==> src/rtl/display_pkg.sv <==
// Shared types and constants for the seven-segment display sequencers.
package display_pkg;

  localparam int unsigned NUM_REQ = 2;
  localparam int unsigned DIGIT_W = 4;
  localparam int unsigned DIGITS  = 4;
  localparam int unsigned VALUE_W = DIGIT_W * DIGITS;

  // Bit offsets of each digit within a packed 16-bit requester value.
  localparam int unsigned DIGIT0_LSB = 0;
  localparam int unsigned DIGIT1_LSB = DIGIT_W;
  localparam int unsigned DIGIT2_LSB = 2 * DIGIT_W;
  localparam int unsigned DIGIT3_LSB = 3 * DIGIT_W;

  typedef enum logic {
    IDLE = 1'b0,
    SHOW = 1'b1
  } arb_state_e;

  function automatic logic [NUM_REQ-1:0] onehot(input logic idx);
    onehot = NUM_REQ'(1) << idx;
  endfunction

endpackage

==> src/rtl/display_arbiter_hold_timer.sv <==
// Tick-driven saturating hold counter; clear reloads 0, or 1 when a tick coincides.
module hold_timer #(
  parameter int unsigned HOLD_TICKS = 8,
  parameter int unsigned CNT_W      = 8
) (
  input  logic clk,
  input  logic rst_n,
  input  logic tick_i,
  input  logic clr_i,
  output logic done_o
);

  localparam logic [CNT_W-1:0] HOLD = CNT_W'(HOLD_TICKS);

  logic [CNT_W-1:0] cnt_q, cnt_d;
  logic             done_q;

  always_comb begin
    cnt_d = cnt_q;
    if (clr_i) begin
      cnt_d = CNT_W'(tick_i);
    end else if (tick_i && (cnt_q != HOLD)) begin
      cnt_d = cnt_q + CNT_W'(1);
    end
  end

  // done is registered alongside the counter so it always equals (cnt_q == HOLD).
  always_ff @(posedge clk or negedge rst_n) begin
    if (!rst_n) begin
      cnt_q  <= '0;
      done_q <= 1'b0;
    end else begin
      cnt_q  <= cnt_d;
      done_q <= (cnt_d == HOLD);
    end
  end

  assign done_o = done_q;

endmodule

==> src/rtl/display_arbiter.sv <==
// Two-requester arbiter for the 4-digit display with a minimum hold in tick pulses.
// Define DISPLAY_ARB_FIXED_PRIO_EN for fixed priority to requester 0 (default: round-robin).
module display_arbiter
  import display_pkg::*;
#(
  parameter int unsigned HOLD_TICKS = 8,
  parameter int unsigned TICK_CNT_W = 8
) (
  input  logic               clk,
  input  logic               reset,
  input  logic               tick,
  input  logic [NUM_REQ-1:0] req,
  input  logic [VALUE_W-1:0] value0,
  input  logic [VALUE_W-1:0] value1,
  output logic [NUM_REQ-1:0] grant,
  output logic [DIGIT_W-1:0] digit0,
  output logic [DIGIT_W-1:0] digit1,
  output logic [DIGIT_W-1:0] digit2,
  output logic [DIGIT_W-1:0] digit3,
  output logic               blank
);

  arb_state_e         state_q, state_d;
  logic [NUM_REQ-1:0] grant_q, grant_d;
  logic [VALUE_W-1:0] digits_q;
  logic               blank_q;
  logic               hold_done;
  logic               timer_clr_c;
  logic               owner_c;
  logic               winner_c;
  logic               may_preempt_c;
`ifndef DISPLAY_ARB_FIXED_PRIO_EN
  logic               rr_q, rr_d;
`endif

  hold_timer #(
    .HOLD_TICKS (HOLD_TICKS),
    .CNT_W      (TICK_CNT_W)
  ) u_hold_timer (
    .clk    (clk),
    .rst_n  (reset),
    .tick_i (tick),
    .clr_i  (timer_clr_c),
    .done_o (hold_done)
  );

  // Next-state: owner_c is the current grantee index while in SHOW.
  always_comb begin
    state_d       = state_q;
    grant_d       = grant_q;
    timer_clr_c   = 1'b0;
    owner_c       = grant_q[1];
    winner_c      = 1'b0;
`ifdef DISPLAY_ARB_FIXED_PRIO_EN
    may_preempt_c = grant_q[1];
`else
    may_preempt_c = 1'b1;
    rr_d          = rr_q;
`endif

    case (state_q)
      IDLE: begin
        if (|req) begin
`ifdef DISPLAY_ARB_FIXED_PRIO_EN
          winner_c = ~req[0];
`else
          winner_c = (&req) ? rr_q : req[1];
          rr_d     = ~winner_c;
`endif
          state_d     = SHOW;
          grant_d     = onehot(winner_c);
          timer_clr_c = 1'b1;
        end
      end
      SHOW: begin
        if (!req[owner_c]) begin
          timer_clr_c = 1'b1;
          if (req[~owner_c]) begin
            grant_d = onehot(~owner_c);
`ifndef DISPLAY_ARB_FIXED_PRIO_EN
            rr_d    = owner_c;
`endif
          end else begin
            state_d = IDLE;
            grant_d = '0;
          end
        end else if (req[~owner_c] && hold_done && may_preempt_c) begin
          timer_clr_c = 1'b1;
          grant_d     = onehot(~owner_c);
`ifndef DISPLAY_ARB_FIXED_PRIO_EN
          rr_d        = owner_c;
`endif
        end
      end
      default: begin
        state_d = IDLE;
        grant_d = '0;
      end
    endcase
  end

  always_ff @(posedge clk or negedge reset) begin
    if (!reset) begin
      state_q <= IDLE;
      grant_q <= '0;
`ifndef DISPLAY_ARB_FIXED_PRIO_EN
      rr_q    <= 1'b0;
`endif
    end else begin
      state_q <= state_d;
      grant_q <= grant_d;
`ifndef DISPLAY_ARB_FIXED_PRIO_EN
      rr_q    <= rr_d;
`endif
    end
  end

  // Display data follows the registered grant one cycle later; digits hold while idle.
  always_ff @(posedge clk or negedge reset) begin
    if (!reset) begin
      digits_q <= '0;
      blank_q  <= 1'b1;
    end else begin
      blank_q <= ~|grant_q;
      if (grant_q[0]) begin
        digits_q <= value0;
      end else if (grant_q[1]) begin
        digits_q <= value1;
      end
    end
  end

  assign grant  = grant_q;
  assign blank  = blank_q;
  assign digit0 = digits_q[DIGIT0_LSB +: DIGIT_W];
  assign digit1 = digits_q[DIGIT1_LSB +: DIGIT_W];
  assign digit2 = digits_q[DIGIT2_LSB +: DIGIT_W];
  assign digit3 = digits_q[DIGIT3_LSB +: DIGIT_W];

endmodule

==> config.mk <==
export PLATFORM = sky130hd
export DESIGN_NAME = display_arbiter
export DESIGN_NICKNAME = d
export VERILOG_FILES = /design/src/rtl/display_pkg.sv /design/src/rtl/display_arbiter_hold_timer.sv /design/src/rtl/display_arbiter.sv
export SDC_FILE = /design/constraint.sdc
export NUM_CORES = 1
export LEC_CHECK = 0
export ABC_AREA = 1
export BUFFER_PORTS_ARGS = -buffer_cell sky130_fd_sc_hd__buf_2
export CAP_MARGIN = 20
export CORE_ASPECT_RATIO = 1.75
export CORE_MARGIN = 2
export CORE_UTILIZATION = 49
export DETAILED_ROUTE_END_ITERATION = 16
export PLACE_DENSITY = 0.89
export SLEW_MARGIN = 20
export SYNTH_ARGS = -nofsm -noshare
export SYNTH_HDL_FRONTEND = slang
export SYNTH_HIERARCHICAL = 1
export SYNTH_SLANG_ARGS = --single-unit
export TNS_END_PERCENT = 100
==> constraint.sdc <==
create_clock -name clk -period 1.74 [get_ports clk]
set_input_delay 0.087 -clock clk [delete_from_list [all_inputs] [get_ports clk]]
set_output_delay 0.087 -clock clk [all_outputs]
set_load 0.005 [all_outputs]
Word-level counts from Yosys, hierarchy flattened. Cells that the tools add are included.

Flip-flop bits (word level): 30. Output and inout bits: 19.

Multiplexer cells: 26. Reductions and logical operators: 9. Shift operators: 2. Order comparisons: 2. Add/subtract/negate cells: 1. Bitwise operators: 3. Equality and inequality tests: 5.

Operators by type and width (count): $mux 16 (2); $mux 8 (2); $mux 1 (14); $add 8x1->8 const B (1); $eq 8x4->1 const B (1); $mux 2 (4); $ne 8x4->1 const B (1); $pmux 1 s2 (3); $lt 1x2->1 const B (2); $pmux 2 s2 (1); $reduce_and 2->1 (2); $reduce_or 2->1 (2); $shl 1x1->2 const A (2); $ne 3x1->1 const B (1); $ne 3x2->1 const B (1); $not 1->1 (3); $reduce_and 3->1 (1); $logic_and 1x1->1 (2); $ne 2x2->1 const B (1); $reduce_bool 2->1 (1); $logic_not 1->1 (1).

Longest topological paths before layout.
Word-level depth: 9. Mapped depth: 16. Mapped depth without buffers: 16.

Cells and area by module. The synthesis kept the hierarchy.

Modules (own cells, without submodules): display_arbiter (cells each 128, area each 1006.0 µm², instances 1, sequential area each 526.8 µm²); hold_timer (cells each 90, area each 620.6 µm², instances 1, sequential area each 225.2 µm²).

Worst setup path after synthesis. Ideal clock, no wire load.

Path type: reg2reg. Start point: register grant_q[1], in the netlist grant[1]. End point: register u_hold_timer.done_q, in the netlist u_hold_timer/done_o. Arrival time: 1.463 ns. Cell stages (with the launch flop): 17. Data required time: 1.668 ns. Clock period less this slack: 1.535 ns. Path slack: 0.205 ns. Buffers on the path: 0. Cells stage by stage: dfrtp_1 -> inv_2 -> nand2_1 -> nand3_2 -> nand2_2 -> nand2_2 -> inv_1 -> inv_1 -> nand2_2 -> nand2_1 -> nand2_1 -> nand2_2 -> inv_2 -> nand2_2 -> nor2_2 -> nand2_1 -> nor2_1.

Cells in the longest elaborated chain, start to end: 8.

Ends and longest elaborated chain: start, declared (RTL line display_arbiter.sv:24) `logic [NUM_REQ-1:0] grant_q, grant_d;`; start signal, assigned (RTL line display_arbiter.sv:111) `grant_q <= grant_d;`; $mux 1 (not written as such) (2 in a row) (RTL line display_arbiter.sv:87) `end else if (req[~owner_c] && hold_done && may_preempt_c) begin`; $logic_and 1x1->1 (RTL line display_arbiter.sv:87); $mux 1 (RTL line display_arbiter.sv:87); $mux 1 * (RTL line display_arbiter.sv:76) `if (!req[owner_c]) begin`; $pmux 1 s2 * (RTL line display_arbiter.sv:61) `case (state_q)`; via timer_clr_c (RTL line display_arbiter.sv:28) `logic timer_clr_c;`; $mux 8 * (RTL line display_arbiter_hold_timer.sv:20) `if (clr_i) begin`; via u_hold_timer.cnt_d[0] (RTL line display_arbiter_hold_timer.sv:15) `logic [CNT_W-1:0] cnt_q, cnt_d;`; $eq 8x4->1 * (RTL line display_arbiter_hold_timer.sv:34) `done_q <= (cnt_d == HOLD);`; end signal, assigned (RTL line display_arbiter_hold_timer.sv:34); end, declared (RTL line display_arbiter_hold_timer.sv:16) `logic done_q;`.

Mark *: on every way through the listed nets, which the timed path passes. The rest lies on a longest branch. The select of a mux whose other input is x is not followed. A chain may end at the register's enable or synchronous reset.

Worst setup path after layout. Same ends and word-level chain as after synthesis.

==> results.sh <==
export IMPL_run_status="finished clean"
export IMPL_timing_max_slew_rel_slack=0.574
export IMPL_vias_per_cell=4.93
export IMPL_yosysWarnings=6
export IMPL_drc_markers=0
export IMPL_route_detailed_wl_per_inst_um=11.9
export IMPL_syn_cell_area_um2=1630
export IMPL_postSynthAreaPerCell_um2=7.46
export IMPL_uppermost_layer_routed="met4"
export IMPL_time_the_worst_path_needs_with_i_o_delays_and_setup_ns=1.63
export IMPL_power_ir_vdd_worst_mv=0.732
export IMPL_leakagePower_nw=1.15
export IMPL_grt_util_all_layers=0.210
export IMPL_synth_cell_types=21
export IMPL_path_cells="nand2_1 > nand3_2 > nand2_4 > nand2_4 > inv_4 > inv_2 > nand2_2 > nand2_1 > nand2_1 > nand2_2 > inv_2 > nand2_2 > nor2_2 > nand2_1 > nor2_1"
export IMPL_route_final_wire_length_um=3860
export IMPL_final_min_period_over_clock_period=0.935
export IMPL_critical_path_slowest_cell="dfrtp_2"
export IMPL_ctsLongestPathBuffers=2
export IMPL_clock_sinks=30
export IMPL_worst_path_required_time_ns=1.95
export IMPL_grt_remaining_overflow=0
export IMPL_place_congestion=0.906
export IMPL_netlist_top_cell_by_area="dfrtp_1"
export IMPL_cts_buffers=5
export IMPL_stdcell_area_um2=2090
export IMPL_detailed_place_area_um2=1930
export IMPL_postSynth_topFlopCell="dfrtp_1"
export IMPL_fill_cells=274
export IMPL_floorplan_rows=27
export IMPL_grt_antenna_before_repair=0
export IMPL_worst_hold_slack_ns=0.0259
export IMPL_synth_top_cells_by_area="dfrtp_1 (45%), nand2_1 (22%), nand3_1 (6.5%)"
export IMPL_cts_root_buffer="clkbuf_8"
export IMPL_start_util=0.512
export IMPL_worst_path_largest_cell_delay_ns=0.45
export IMPL_die_height_um=80.2
export IMPL_worst_hold_startpoint="value1[5]"
export IMPL_ctsHtreeMaxLevel=2
export IMPL_multi_input_gate_area_um2=762
export IMPL_detail_route_antenna_nets=0
export IMPL_ys_seq_elements=30
export IMPL_floorplan_die_area_um2=3810
export IMPL_edff_count_synth=0
export IMPL_drv_slew=0
export IMPL_worstHoldPathType="in2reg"
export IMPL_reg2reg_from="grant[1]"
export IMPL_synthArstFlopShare=1.00
export IMPL_vias_in_the_first_global_route=1514
export IMPL_tritoncts_clock_tree="done"
export IMPL_drt_first_pass_iters=4
export IMPL_hold_path_depth=3
export IMPL_final_hold_violation_count=0
export IMPL_finalSetupViolations=0
export IMPL_clkSlewWorstSetupHoldPaths_ns=0.07
export IMPL_finClkSkew_ns=0.00694
export IMPL_metal3_wl_um=213
export IMPL_post_route_util=0.658
export IMPL_timing_critical_path_from="grant[1]"
export IMPL_numPlacedInstances=314
export IMPL_fin_setup_tns_ns=0
export IMPL_setup_slack_after_placement_ns=0.0840
export IMPL_final_nets=320
export IMPL_finish_cell_count_without_fillers=325
export IMPL_vias=1603
export IMPL_antennaDiodeCount=0
export IMPL_whs_endpoint="digits_q[5]"
export IMPL_post_synth_top_count_cell="nand2_1"
export IMPL_dieWidth_um=47.6
export IMPL_mappedNetlistNets=257
export IMPL_critPathKind="reg2reg"
export IMPL_syn_to_final_growth_pct=28.5
export IMPL_num_io_pins=56
export IMPL_place_hpwl_um=2850
export IMPL_max_capacitance_violation_count=0
export IMPL_grt_start_max_net_pins=31
export IMPL_power_density_cell_area_nw_per_um2=1420
export IMPL_regToRegEndpoint="u_hold_timer/done_o"
export IMPL_fp_coreArea_um2=3180
export IMPL_placement_io_buffers=55
export IMPL_clock_insertion_delay_worst_skew_ns=0.28
export IMPL_detail_route_iter0_violations=22
export IMPL_worst_r2r_setup_slack_ns=0.11
export IMPL_ff2ff_path_depth=15
export IMPL_fmaxAchievable_mhz=615
export IMPL_synth_cells_most_frequent="nand2_1 (94), dfrtp_1 (29), nand3_1 (21)"
export IMPL_final_seq_area_um2=753
export IMPL_timing_critical_path_from_type="flop"
export IMPL_final_critical_path_setup_slack_ns=0.113
export IMPL_drive_above_1_share=0.340
export IMPL_worst_pin_slew_ns=0.638
export IMPL_grt_pass1_wl_um=5780
export IMPL_detailroute_wirelength_met2_um=2110
export IMPL_post_synth_top_area_fraction=0.446
export IMPL_crit_path_max_fanout=7
export IMPL_routedLengthMet1_um=1440
export IMPL_crit_top_cell="nand2_1"
export IMPL_worst_setup_path_end_kind="flop"
export IMPL_synth_cells=218
export IMPL_sequential_area_share_after_synthesis=0.462
export IMPL_arrival_ns=1.84
export IMPL_power_mw=2.97
[worst max path at each step]
stage                                to  cells past startpoint  slack (ns)
floorplan           u_hold_timer/done_o                     16        0.21
global route        u_hold_timer/done_o                     15       -0.03
finish              u_hold_timer/done_o                     15        0.11
global placement    u_hold_timer/done_o                     16        0.14
detailed placement  u_hold_timer/done_o                     16        0.08
CTS                 u_hold_timer/done_o                     16        0.06
[report_power, final]
group	total [mW]	internal, mW	switching [mW]
Sequential	1.10	0.961	0.143
Combinational	1.19	0.473	0.718
Clock	0.675	0.421	0.255
Total	2.97	1.85	1.11
[cells by family (layout without fill, tap and decap cells)]
logic type | count (synthesis) | count (layout) | share of synthesized area
XOR/XNOR | 1 | 1 | 0.00539
AO/OA/AOI/OAI | 11 | 11 | 0.0362
buffers and inverters | 29 | 93 | 0.0815
AND/OR/NAND/NOR | 145 | 145 | 0.399
adder cells (fa/ha/maj) | 2 | 2 | 0.0154
flip-flops | 30 | 30 | 0.462
[flip-flops by register name, summed over array words and instances, names as in the netlist]
signal	cells
grant	2
u_hold_timer/done_o	1
digits_q	16
state_q	1
blank	1
u_hold_timer/cnt_q	8
rr_q	1
[layout by cell type, fill, tap and decap left out, drive strengths merged]
cell type	netlist	final
a21oi	2	2
buf	4	59
bufinv	0	1
clkbuf	0	5
clkinv	0	2
dfrtp	29	29
dfstp	1	1
dlygate4sd3	0	1
ha	2	2
inv	25	25
nand2	100	100
nand3	27	27
nand3b	1	1
nand4	1	1
nor2	16	16
o21ai	9	9
xor2	1	1
[worst max-delay path: cells and delay by family (launching register included)]
kind	cells	cell delay [ns]
buffers and inverters	3	0.21
and+or+nand+nor	12	0.90
DFF	1	0.45
[what timing repair did]
action                                  in CTS  in global routing
gates resized for setup                      0                 11
hold buffers                                 1                  0
endpoints found under the setup margin       0                  1
buffers inserted                             0                  2
endpoints found under the hold margin       29                  0
[layer usage]
layer / vias up / track usage
li1: 801 / -
met1: 743 / 0.178
met2: 49 / 0.408
met3: 10 / 0.0517
met4: 0 / 0.0973
met5: - / 0
[layout make-up]
class	count	share of cell area
Multi-Input combinational cell	159	0.365
Clock inverter	3	0.0192
Tap cell	43	0.0257
Inverter	25	0.0461
Clock buffer	5	0.0329
Sequential cell	30	0.360
Timing Repair Buffer	60	0.151
No activity file was read; power rests on OpenSTA's default activity.
